`src/rtl/uart_echo_responder_if.sv`:
```
// Handshake bundle between uart_echo_responder (master side) and the Uart core / bench (slave side).
interface uart_echo_responder_if #(
    parameter int DEPTH = 16
) ();
    localparam int CW = $clog2(DEPTH) + 1;

    logic          enable;
    logic          uart_rx_valid;
    logic [7:0]    uart_rx_data;
    logic          uart_rx_break;
    logic          uart_rx_en;
    logic          uart_tx_busy;
    logic          uart_tx_en;
    logic [7:0]    uart_tx_data;
    logic [CW-1:0] fifo_count;
    logic          overflow;
    logic          clear_ovf;

    modport master (
        input  enable, uart_rx_valid, uart_rx_data, uart_rx_break, uart_tx_busy, clear_ovf,
        output uart_rx_en, uart_tx_en, uart_tx_data, fifo_count, overflow
    );

    modport slave (
        output enable, uart_rx_valid, uart_rx_data, uart_rx_break, uart_tx_busy, clear_ovf,
        input  uart_rx_en, uart_tx_en, uart_tx_data, fifo_count, overflow
    );
endinterface

```
`src/rtl/uart_echo_responder.sv`:
```
// Loopback peer for the Uart core: queues received bytes and replays them through the TX start/busy handshake.
// Optional build macro UART_ECHO_UPCASE_EN folds ASCII lower case to upper case at the TX data latch.
module uart_echo_responder #(
    parameter int DEPTH        = 16,
    parameter int BUSY_TIMEOUT = 8
) (
    input  logic                  clock,
    input  logic                  reset,
    uart_echo_responder_if.master bus
);
    localparam int AW = (DEPTH > 1) ? $clog2(DEPTH) : 1;
    localparam int CW = $clog2(DEPTH) + 1;
    localparam int TW = $clog2(BUSY_TIMEOUT + 1);

    typedef enum logic [1:0] {
        ST_IDLE      = 2'd0,
        ST_START     = 2'd1,
        ST_WAIT_BUSY = 2'd2,
        ST_WAIT_DONE = 2'd3
    } state_t;

    state_t        r_state;
    state_t        w_state_next;
    logic [7:0]    r_mem [DEPTH];
    logic [AW-1:0] r_wr_ptr;
    logic [AW-1:0] r_rd_ptr;
    logic [CW-1:0] r_count;
    logic [TW-1:0] r_timer;
    logic          r_tx_en;
    logic [7:0]    r_tx_data;
    logic          r_rx_en;
    logic          r_overflow;
    logic          w_empty;
    logic          w_full;
    logic          w_pop;
    logic          w_push_req;
    logic          w_push;
    logic          w_drop;
    logic          w_timeout;

`ifdef UART_ECHO_UPCASE_EN
    function automatic logic [7:0] tx_map(input logic [7:0] b);
        if ((b >= 8'h61) && (b <= 8'h7A)) begin
            tx_map = b - 8'h20;
        end else begin
            tx_map = b;
        end
    endfunction
`else
    function automatic logic [7:0] tx_map(input logic [7:0] b);
        tx_map = b;
    endfunction
`endif

    assign w_empty    = (r_count == '0);
    assign w_full     = (r_count == CW'(DEPTH));
    assign w_timeout  = (r_timer == TW'(BUSY_TIMEOUT - 1));
    assign w_push_req = bus.uart_rx_valid & bus.enable & ~bus.uart_rx_break;
    // A pop frees the slot in the same cycle, so a full FIFO still accepts a push then.
    assign w_push     = w_push_req & (~w_full | w_pop);
    assign w_drop     = w_push_req & w_full & ~w_pop;

    // TX sequencer next-state; break holds off a new start so the flushed head is never sent.
    always_comb begin
        w_state_next = r_state;
        w_pop        = 1'b0;
        case (r_state)
            ST_IDLE: begin
                if (!w_empty && !bus.uart_tx_busy && !bus.uart_rx_break) begin
                    w_state_next = ST_START;
                    w_pop        = 1'b1;
                end else begin
                    w_state_next = ST_IDLE;
                end
            end
            ST_START: begin
                w_state_next = ST_WAIT_BUSY;
            end
            ST_WAIT_BUSY: begin
                if (bus.uart_tx_busy) begin
                    w_state_next = ST_WAIT_DONE;
                end else if (w_timeout) begin
                    w_state_next = ST_IDLE;
                end else begin
                    w_state_next = ST_WAIT_BUSY;
                end
            end
            ST_WAIT_DONE: begin
                if (!bus.uart_tx_busy) begin
                    w_state_next = ST_IDLE;
                end else begin
                    w_state_next = ST_WAIT_DONE;
                end
            end
            default: begin
                w_state_next = ST_IDLE;
            end
        endcase
    end

    // TX sequencer state register.
    always_ff @(posedge clock or negedge reset) begin
        if (!reset) begin
            r_state <= ST_IDLE;
        end else begin
            r_state <= w_state_next;
        end
    end

    // Byte storage; contents need no reset because the count gates every read.
    always_ff @(posedge clock) begin
        if (w_push) begin
            r_mem[r_wr_ptr] <= bus.uart_rx_data;
        end
    end

    // FIFO pointers and occupancy; break flushes everything.
    always_ff @(posedge clock or negedge reset) begin
        if (!reset) begin
            r_wr_ptr <= '0;
            r_rd_ptr <= '0;
            r_count  <= '0;
        end else if (bus.uart_rx_break) begin
            r_wr_ptr <= '0;
            r_rd_ptr <= '0;
            r_count  <= '0;
        end else begin
            if (w_push) begin
                r_wr_ptr <= r_wr_ptr + AW'(1);
            end
            if (w_pop) begin
                r_rd_ptr <= r_rd_ptr + AW'(1);
            end
            if (w_push && !w_pop) begin
                r_count <= r_count + CW'(1);
            end else if (!w_push && w_pop) begin
                r_count <= r_count - CW'(1);
            end
        end
    end

    // Start pulse, TX byte latch, busy-wait timer, receiver enable and sticky overflow.
    always_ff @(posedge clock or negedge reset) begin
        if (!reset) begin
            r_tx_en    <= 1'b0;
            r_tx_data  <= 8'h00;
            r_timer    <= '0;
            r_rx_en    <= 1'b0;
            r_overflow <= 1'b0;
        end else begin
            r_tx_en <= w_pop;
            r_rx_en <= bus.enable;
            if (w_pop) begin
                r_tx_data <= tx_map(r_mem[r_rd_ptr]);
            end
            if (r_state == ST_WAIT_BUSY) begin
                r_timer <= r_timer + TW'(1);
            end else begin
                r_timer <= '0;
            end
            if (w_drop) begin
                r_overflow <= 1'b1;
            end else if (bus.clear_ovf) begin
                r_overflow <= 1'b0;
            end
        end
    end

    assign bus.uart_rx_en   = r_rx_en;
    assign bus.uart_tx_en   = r_tx_en;
    assign bus.uart_tx_data = r_tx_data;
    assign bus.fifo_count   = r_count;
    assign bus.overflow     = r_overflow;
endmodule

```
`src/flat_wrapper.sv`:
```
// flat-port wrapper written by rule: the top's interface ports become plain ports
module uart_echo_responder_flat 
#(
    parameter int DEPTH        = 16,
    parameter int BUSY_TIMEOUT = 8
)
  (clock, reset, bus_enable, bus_uart_rx_valid, bus_uart_rx_data, bus_uart_rx_break, bus_uart_tx_busy, bus_clear_ovf, bus_uart_rx_en, bus_uart_tx_en, bus_uart_tx_data, bus_fifo_count, bus_overflow);
  uart_echo_responder_if #(.DEPTH(DEPTH)) bus_i ();
  input  logic clock;
  input  logic reset;
  input wire logic [$bits(bus_i.enable)-1:0] bus_enable;
  input wire logic [$bits(bus_i.uart_rx_valid)-1:0] bus_uart_rx_valid;
  input wire logic [$bits(bus_i.uart_rx_data)-1:0] bus_uart_rx_data;
  input wire logic [$bits(bus_i.uart_rx_break)-1:0] bus_uart_rx_break;
  input wire logic [$bits(bus_i.uart_tx_busy)-1:0] bus_uart_tx_busy;
  input wire logic [$bits(bus_i.clear_ovf)-1:0] bus_clear_ovf;
  output wire logic [$bits(bus_i.uart_rx_en)-1:0] bus_uart_rx_en;
  output wire logic [$bits(bus_i.uart_tx_en)-1:0] bus_uart_tx_en;
  output wire logic [$bits(bus_i.uart_tx_data)-1:0] bus_uart_tx_data;
  output wire logic [$bits(bus_i.fifo_count)-1:0] bus_fifo_count;
  output wire logic [$bits(bus_i.overflow)-1:0] bus_overflow;
  assign bus_i.enable = bus_enable;
  assign bus_i.uart_rx_valid = bus_uart_rx_valid;
  assign bus_i.uart_rx_data = bus_uart_rx_data;
  assign bus_i.uart_rx_break = bus_uart_rx_break;
  assign bus_i.uart_tx_busy = bus_uart_tx_busy;
  assign bus_i.clear_ovf = bus_clear_ovf;
  assign bus_uart_rx_en = bus_i.uart_rx_en;
  assign bus_uart_tx_en = bus_i.uart_tx_en;
  assign bus_uart_tx_data = bus_i.uart_tx_data;
  assign bus_fifo_count = bus_i.fifo_count;
  assign bus_overflow = bus_i.overflow;
  uart_echo_responder #(.DEPTH(DEPTH), .BUSY_TIMEOUT(BUSY_TIMEOUT)) u_core (.clock(clock), .reset(reset), .bus(bus_i));
endmodule
```
`config.mk`:
```
export PLATFORM = sky130hd
export DESIGN_NAME = uart_echo_responder_flat
export DESIGN_NICKNAME = d
export VERILOG_FILES = /design/src/rtl/uart_echo_responder_if.sv /design/src/rtl/uart_echo_responder.sv /design/src/flat_wrapper.sv
export SDC_FILE = /design/constraint.sdc
export NUM_CORES = 1
export LEC_CHECK = 0
export CAP_MARGIN = 5
export CORE_ASPECT_RATIO = 1.75
export CORE_MARGIN = 10
export CORE_UTILIZATION = 54
export DETAILED_ROUTE_END_ITERATION = 7
export PLACE_DENSITY = 0.75
export SETUP_SLACK_MARGIN = 0.2
export SLEW_MARGIN = 10
export SYNTH_ARGS = -nofsm -noshare
export SYNTH_HDL_FRONTEND = slang
export SYNTH_SLANG_ARGS = --single-unit
```
`constraint.sdc`:
```
create_clock -name clock -period 2.4 [get_ports clock]
set_input_delay 0.48 -clock clock [delete_from_list [all_inputs] [get_ports clock]]
set_output_delay 0.48 -clock clock [all_outputs]
set_load 0.03 [all_outputs]
```
==> results of run 1 <==
## cells in the final DEF (no fill, tap or decap), types with 10 or more instances in the layout
cell,n
edfxtp_1,128
buf_4,34
mux4_2,32
clkdlybuf4s50_1,27
clkbuf_16,19
nand2_1,20
nor2_1,10
mux2i_1,18
dfrtp_1,27
## per-layer routing
layer | track usage | vias up | part of all wire
li1 | - | 1570 | -
met1 | 0.180 | 1808 | 0.36
met2 | 0.306 | 98 | 0.56
met3 | 0.0477 | 29 | 0.053
met4 | 0.0722 | 0 | 0.030
met5 | 0 | - | 0
## power by group
group / internal [mW] / switching, mW / total, mW
clock network: 1.59 / 1.11 / 2.70
registers: 3.13 / 0.147 / 3.27
logic: 0.853 / 0.841 / 1.69
total: 5.57 / 2.10 / 7.66
## worst max path at each step
stage | from | cells past startpoint | slack, ns | to
4_1_cts | u_core.r_state[1] | 9 | -0.05 | u_core.bus.fifo_count[4]
6_report | u_core.r_state[0] | 9 | -0.07 | u_core.bus.fifo_count[4]
5_1_grt | u_core.bus.fifo_count[0] | 9 | -0.17 | u_core.bus.fifo_count[4]
3_3_place_gp | bus_uart_tx_busy | 10 | -0.63 | u_core.bus.fifo_count[4]
2_1_floorplan | u_core.bus.fifo_count[0] | 9 | -0.17 | u_core.bus.fifo_count[4]
3_5_place_dp | bus_uart_tx_busy | 10 | -0.69 | u_core.bus.fifo_count[4]
## cell type report
cell class,instances,share of cell area
multi-input combinational,171,0.237
inverter,10,0.00457
tap,135,0.0206
timing repair buffer,83,0.104
clock buffer,19,0.0579
sequential,158,0.561
clock inverter,13,0.0160
## critical path: cells and delay by family (launching register included)
family / cells / cell delay, ns
adders and majority gates: 1 / 0.36
and+or+nand+nor: 2 / 0.61
AOI/OAI and AO/OA: 4 / 0.68
DFF: 1 / 0.41
muxes: 2 / 0.33
## what timing repair did
action / CTS / global route
endpoints found under the setup margin: 141 / 144
resized for setup: 28 / 12
pin swaps: 8 / 5
setup buffers: 7 / 1
## per-stage QoR
stage          instance area [sq um]  TNS (ns)  power (mW)
4_1_cts                         8130   -0.0811        7.65
2_1_floorplan                   6510     -4.16        4.21
6_report                        8210   -0.0727        7.66
3_3_place_gp                    7360    -55.53        4.83
5_1_grt                         8210     -3.57        7.98
3_5_place_dp                    7360    -63.20        4.88
## flip-flops by register name, indices dropped and copies added (netlist names)
signal	cells
u_core.r_state	2
u_core.bus.uart_rx_en	1
u_core.r_mem	128
u_core.bus.uart_tx_data	8
u_core.bus.fifo_count	5
u_core.bus.overflow	1
u_core.r_timer	4
u_core.r_rd_ptr	4
u_core.r_wr_ptr	4
u_core.bus.uart_tx_en	1
## kinds of logic after synthesis
| logic type | after synthesis | synth area share |
|---|---|---|
| flip-flops | 158 | 0.713 |
| AND/OR/NAND/NOR | 74 | 0.0612 |
| multiplexers | 54 | 0.149 |
| AO/OA/AOI/OAI | 26 | 0.0299 |
| buffers and inverters | 25 | 0.0163 |
| adder cells (fa/ha/maj) | 11 | 0.0225 |
| XOR/XNOR | 6 | 0.00815 |
==> metrics.cfg, run 1 <==
[status]
status=complete, but fails checks
violations=negative setup slack

[cells_and_area]
layout-drive-gt1-share=0.355
areaGrowthSynthToFinish_pct=27.4
antennaDiodeCount=0
fin_cells=589
seq_area_sq_mm=0.00460
multiInputGateArea_sq_mm=0.00194
nets=467
fillers=720
final_core_util=0.705

[synthesis]
synthArstFlopShare=0.190
synth_top_area_frac=0.596
synth_top_area_cell=edfxtp_1
yosysSeqAreaShare=0.713
yosysWarningCount=0
synth_area_leaders=edfxtp_1 60%, dfrtp_1 12%, mux4_2 11%
ys.flop_type=edfxtp_1
netlist_area_sq_mm=0.00644
synth_most_common_cell=edfxtp_1
synthesis.nets=380
syn_inst=354
syn_avg_cell_area_sq_um=18.2
synthDistinctLibCells=41
ys_ff_latch=158
synth_common_cells=128 x edfxtp_1, 32 x mux4_2, 30 x dfrtp_1
synth_edf_count=128

[global_route]
antenna_found_initial=0
grt_pass1_vias=3790
grt_pass1_wl_um=21000
grt_overflow=0
grt.total_usage=0.171
grt_max_degree=31

[routing]
vias=3505
dr.pass1.iters=4
via_per_inst=5.95
drtIter0Drc=251
wl_per_cell_um=22.7
drt-total-wl_um=13400
route.detailed.drc=0
ant_nets=0

[die]
die_y_um=165
ios=31
die_x_um=103
dieArea_sq_mm=0.0169
num_rows=52
start_util=0.553
coreArea_sq_mm=0.0116

[sta]
layout_setup_ws_ns=-0.0698
relSlewSlack=0.600
max_freq_mhz=405
finalClockSkew_ns=0.0113
drv_slew=0
period_minus_slack_ns=2.47
finalCritPeriodShare=1.03
finalSetupViolCount=2
finalHoldViolations=0
rsz0062_at_grt=yes
hold_ws_ns=0.457
worst_pin_slew_ns=0.600

[placed_design]
dp.cells=549
io_buffers=30
dp_hpwl_um=8970
gp_congestion=0.836
pre_cts_ws_ns=-0.693

[setup_path]
max_stage_delay_ns=0.52
ff2ff_path_depth=9
path_max_fanout=4
slowest_stage=or4_4
cp-start-kind=flip-flop
regToRegEndpoint=u_core.bus.fifo_count[4]
critPathRequiredTime_ns=2.75
end_kind=flip-flop
r2r_slack_ns=-0.07
cp_common_cell=mux2i_1
r2r-start=u_core.r_state[0]
critical_path_arrival_ns=2.82
crit_chain=or4_4 -> a31oi_4 -> nand2_4 -> fa_2 -> a21o_1 -> a21oi_4 -> mux2i_1 -> mux2i_1 -> o21ai_1
crit_type=flip-flop to flip-flop

[power]
ir_drop_uv=662
power.density_mw_per_mm2=934
power.leakage_nw=2.88

[clock_network]
cts_tree=done
hold_buffers=0
clk_latency_ns=0.42
cts-root-buf=clkbuf_16
htreeDepth=4
cts_sinks=158
clock_path_buffers=2
cts-buffers-inserted=17
path_clk_slew_ns=0.07

[flow_run]
cap_viol_max_count=0

[hold_path]
hp-class=input port to asynchronous set/reset pin

Note: power is estimated with default switching activity, not from simulation.
==> run 2, diff against run 1 <==
--- a/config.mk
+++ b/config.mk
@@ -11,6 +11,7 @@
 export CORE_UTILIZATION = 54
 export DETAILED_ROUTE_END_ITERATION = 7
 export PLACE_DENSITY = 0.75
+export REMOVE_ABC_BUFFERS = 1
 export SETUP_SLACK_MARGIN = 0.2
 export SLEW_MARGIN = 10
 export SYNTH_ARGS = -nofsm -noshare
==> metrics.cfg, run 2 (synthesis results as in run 1) <==
[status]
status=complete, but fails checks
violations=negative setup slack

[sta]
finalSetupViolCount=22
finalHoldViolations=0
rsz0062_at_grt=yes
finalCritPeriodShare=1.04
drv_slew=0
period_minus_slack_ns=2.49
max_freq_mhz=402
relSlewSlack=0.589
worst_pin_slew_ns=0.617
finalClockSkew_ns=0.0126
layout_setup_ws_ns=-0.0860

[setup_path]
critPathRequiredTime_ns=2.70
crit_chain=or4_4 -> a31oi_4 -> nand2_4 -> fa_2 -> buf_4 -> buf_4 -> xnor2_2 -> nor2_1 -> mux2_4
slowest_stage=or4_4
cp-start-kind=flip-flop
end_kind=flip-flop
crit_type=flip-flop to flip-flop
critical_path_arrival_ns=2.79
path_max_fanout=4
cp_common_cell=buf_4
max_stage_delay_ns=0.56

[cells_and_area]
areaGrowthSynthToFinish_pct=27.2
fillers=700
regMostFlops=u_core.r_mem
multiInputGateArea_sq_mm=0.00194
final_cell_mix=128 x edfxtp_1, 32 x mux4_2, 29 x dfrtp_1
largest_register_ffs=128
layout-drive-gt1-share=0.344
antennaDiodeCount=0
nets=463
final_core_util=0.704
seq_area_sq_mm=0.00460
final_common_cell=edfxtp_1

[die]
dieArea_sq_mm=0.0169
ios=31
start_util=0.553
die_y_um=165
coreArea_sq_mm=0.0116
die_x_um=103
num_rows=52

[global_route]
grt_pass1_wl_um=20300
antenna_found_initial=0
grt_max_degree=37
grt_pass1_vias=3658
grt_overflow=0
grt.total_usage=0.165

[routing]
drt-total-wl_um=12900
ant_nets=0
wl_per_cell_um=22.1
dr.pass1.iters=5
drtIter0Drc=198
route.detailed.drc=0
vias=3479
via_per_inst=5.95

[clock_network]
path_clk_slew_ns=0.06
cts_tree=done
clock_path_buffers=2
htreeDepth=4
hold_buffers=0
clk_latency_ns=0.42
cts_sinks=158
cts-root-buf=clkbuf_16
cts-buffers-inserted=17

[hold_path]
hp-class=input port to asynchronous set/reset pin

[power]
power.density_mw_per_mm2=926
ir_drop_uv=699
p_total_mw=7.59
power.leakage_nw=2.86

[placed_design]
io_buffers=30
pre_cts_ws_ns=-0.882
dp_hpwl_um=8440
gp_congestion=0.821

[flow_run]
cap_viol_max_count=0

## run 2: power breakdown
part | total, mW | internal [mW] | switching (mW)
clock | 2.64 | 1.60 | 1.04
combinational | 1.71 | 0.851 | 0.858
sequential | 3.23 | 3.12 | 0.109
total | 7.59 | 5.57 | 2.01
## run 2: cell type report
class / instances / share of cell area
Clock inverter: 9 / 0.00824
Clock buffer: 23 / 0.0661
Sequential cell: 158 / 0.561
Tap cell: 135 / 0.0206
Multi-Input combinational cell: 171 / 0.237
Inverter: 10 / 0.00458
Timing Repair Buffer: 79 / 0.103
## run 2: critical path: cells and delay by family, from the launching register on
family	cells	cell delay [ns]
AND/OR/NAND/NOR	3	0.73
flip-flops	1	0.39
AO/OA/AOI/OAI	1	0.23
adder cells (fa/ha/maj)	1	0.36
multiplexers	1	0.25
XOR/XNOR	1	0.13
buffers and inverters	2	0.27
## run 2: metrics by stage
| step | setup TNS, ns | area (sq um) | cells | hold slack (ns) |
|---|---|---|---|---|
| after floorplan | -6.67 | 6380 | 339 | 0.184 |
| after global placement | -43.30 | 7300 | 549 | 0.452 |
| after detailed placement | -49.08 | 7300 | 549 | 0.471 |
| after CTS | -0.110 | 8130 | 584 | 0.457 |
| after global routing | -5.21 | 8200 | 585 | 0.475 |
| final | -0.232 | 8200 | 585 | 0.450 |
## run 2: per-layer routing
metal,up-vias,global-route usage,share of wire
met2,119,0.295,0.57
met5,-,0,0
met1,1784,0.180,0.36
met3,17,0.0393,0.055
li1,1559,-,-
met4,0,0.0696,0.019
## run 2: path summary, 6_finish.rpt
check,cells after the start,from,endpoint,slack [ns]
max in group asynchronous,2,reset,u_core.r_rd_ptr[0],1.63
worst max register to register,9,u_core.r_state[0],u_core.bus.fifo_count[2],-0.09
min in group clock,4,bus_uart_tx_busy,u_core.r_state[0],0.47
worst min-delay path,2,reset,u_core.bus.fifo_count[0],0.45
worst min register to register,1,u_core.r_timer[0],u_core.r_timer[0],0.47
worst max-delay path,9,u_core.r_state[0],u_core.bus.fifo_count[2],-0.09
## run 2: what timing repair did
item,in CTS,in global routing
buffers inserted,3,1
hold endpoints to repair,0,0
gates resized for setup,44,13
gates cloned,0,0
setup endpoints to repair,141,141
pin swaps,9,8
==> run 3, diff against run 2 <==
--- a/config.mk
+++ b/config.mk
@@ -5,12 +5,12 @@
 export SDC_FILE = /design/constraint.sdc
 export NUM_CORES = 1
 export LEC_CHECK = 0
-export CAP_MARGIN = 5
+export CAP_MARGIN = 0
 export CORE_ASPECT_RATIO = 1.75
 export CORE_MARGIN = 10
 export CORE_UTILIZATION = 54
 export DETAILED_ROUTE_END_ITERATION = 7
-export PLACE_DENSITY = 0.75
+export PLACE_DENSITY_LB_ADDON = 0.25
 export REMOVE_ABC_BUFFERS = 1
 export SETUP_SLACK_MARGIN = 0.2
 export SLEW_MARGIN = 10
==> metrics.cfg, run 3 (synthesis results as in run 1) <==
[cells_and_area]
fillers=733
regMostFlops=u_core.r_mem
nets=463
areaGrowthSynthToFinish_pct=26.3
antennaDiodeCount=0
layout-drive-gt1-share=0.342
final_common_cell=edfxtp_1
largest_register_ffs=128
seq_area_sq_mm=0.00460
final_cell_mix=128 x edfxtp_1, 32 x mux4_2, 29 x dfrtp_1
multiInputGateArea_sq_mm=0.00194
finalInstanceArea_sq_mm=0.00814

[die]
die_x_um=103
die_y_um=165
start_util=0.553
dieArea_sq_mm=0.0169
ios=31
coreArea_sq_mm=0.0116
num_rows=52

[sta]
finalHoldViolations=0
finalCritPeriodShare=1.05
hold_ws_ns=0.462
rsz0062_at_grt=yes
finalSetupViolCount=37
max_freq_mhz=398
layout_setup_ws_ns=-0.114
relSlewSlack=0.564
worst_pin_slew_ns=0.653
drv_slew=0
finalClockSkew_ns=0.00851
period_minus_slack_ns=2.51

[placed_design]
place_area_sq_mm=0.00731
gp_congestion=0.785
io_buffers=30
dp_hpwl_um=8940

[routing]
via_per_inst=5.89
route.detailed.drc=0
ant_nets=0
drtIter0Drc=236
dr.pass1.iters=4
drt-total-wl_um=13500
vias=3447
wl_per_cell_um=23.2

[clock_network]
clk_latency_ns=0.42
cts-root-buf=clkbuf_16
path_clk_slew_ns=0.06
cts_tree=done
cts-buffers-inserted=17
clock_path_buffers=2
htreeDepth=4
hold_buffers=0
cts_sinks=158

[global_route]
grt_pass1_vias=3830
grt_pass1_wl_um=21000
grt_overflow=0
grt.total_usage=0.172
grt_max_degree=36
antenna_found_initial=0

[setup_path]
critical_path_arrival_ns=2.81
crit_type=flip-flop to flip-flop
path_max_fanout=4
critPathRequiredTime_ns=2.69
end_kind=flip-flop
cp-start-kind=flip-flop

[power]
ir_drop_uv=603
power.density_mw_per_mm2=917
p_total_mw=7.47
power.leakage_nw=2.82

[flow_run]
cap_viol_max_count=0

[status]
violations=negative setup slack
status=complete, but fails checks

[hold_path]
hp-class=input port to asynchronous set/reset pin

[run 3: cell count changes in the layout (fill, tap and decap cells not counted), sizes merged]
cell	before	now
clkbuf	23	20
clkinvlp	0	3
bufinv	0	1
clkdlybuf4s50	28	27
clkinv	7	6
dlygate4sd2	1	2
[run 3: path summary, 6_finish.rpt]
| path | startpoint | end | slack (ns) | depth (start not counted) |
|---|---|---|---|---|
| hold / removal | reset | u_core.bus.fifo_count[1] | 0.46 | 2 |
| hold reg to reg | u_core.r_timer[0] | u_core.r_timer[0] | 0.47 | 1 |
| min in group clock | u_core.r_timer[0] | u_core.r_timer[0] | 0.47 | 1 |
| max in group asynchronous | reset | u_core.r_rd_ptr[0] | 1.63 | 2 |
| setup reg to reg | u_core.r_state[0] | u_core.bus.fifo_count[4] | -0.11 | 9 |
| setup / recovery | u_core.r_state[0] | u_core.bus.fifo_count[4] | -0.11 | 9 |
[run 3: worst max-delay path, cell delays in order (launching register included)]
cell     delay (ns)
dfrtp_1        0.39
or4_4          0.57
a31oi_4        0.22
nand2_4        0.10
ha_1           0.31
a21o_1         0.16
a21oi_4        0.07
or2_2          0.31
a31oi_1        0.20
o21ai_1        0.08
[run 3: metal layers]
metal | track usage | vias to the layer above | routed length [um]
met1 | 0.176 | 1789 | 4920
met2 | 0.317 | 83 | 7760
met4 | 0.0625 | 0 | 225
li1 | - | 1559 | -
met3 | 0.0498 | 16 | 643
met5 | 0 | - | 0
[run 3: area by class of cell]
class / instances / share of cell area
clock inverter: 12 / 0.0140
multi-input combinational: 171 / 0.238
tap: 135 / 0.0207
sequential: 158 / 0.564
timing repair buffer: 79 / 0.103
inverter: 10 / 0.00461
clock buffer: 20 / 0.0549
[run 3: repair_timing]
action | 4_1_cts | 5_1_grt
endpoints found under the setup margin | 141 | 134
hold endpoints to repair | 0 | 0
pin swaps | 11 | 2
buffers inserted | 3 | 0
gates resized for setup | 50 | 9
[run 3: stage by stage]
step                      setup WS, ns  TNS (ns)  cells   util
final                           -0.114    -0.672    585  0.699
after global routing            -0.197     -6.98    585  0.699
after CTS                      -0.0873    -0.107    585  0.696
after detailed placement        -0.845    -47.16    550  0.627
after global placement          -0.783    -44.41    550  0.627
after floorplan                 -0.545     -6.67    339      -
[run 3: where the power goes]
group          internal (mW)  total, mW  leakage, nW  switching, mW
Combinational          0.844       1.70         1.01          0.852
Clock                   1.46       2.51        0.265           1.05
Sequential              3.12       3.26         1.54          0.140
Total                   5.43       7.47         2.82           2.04
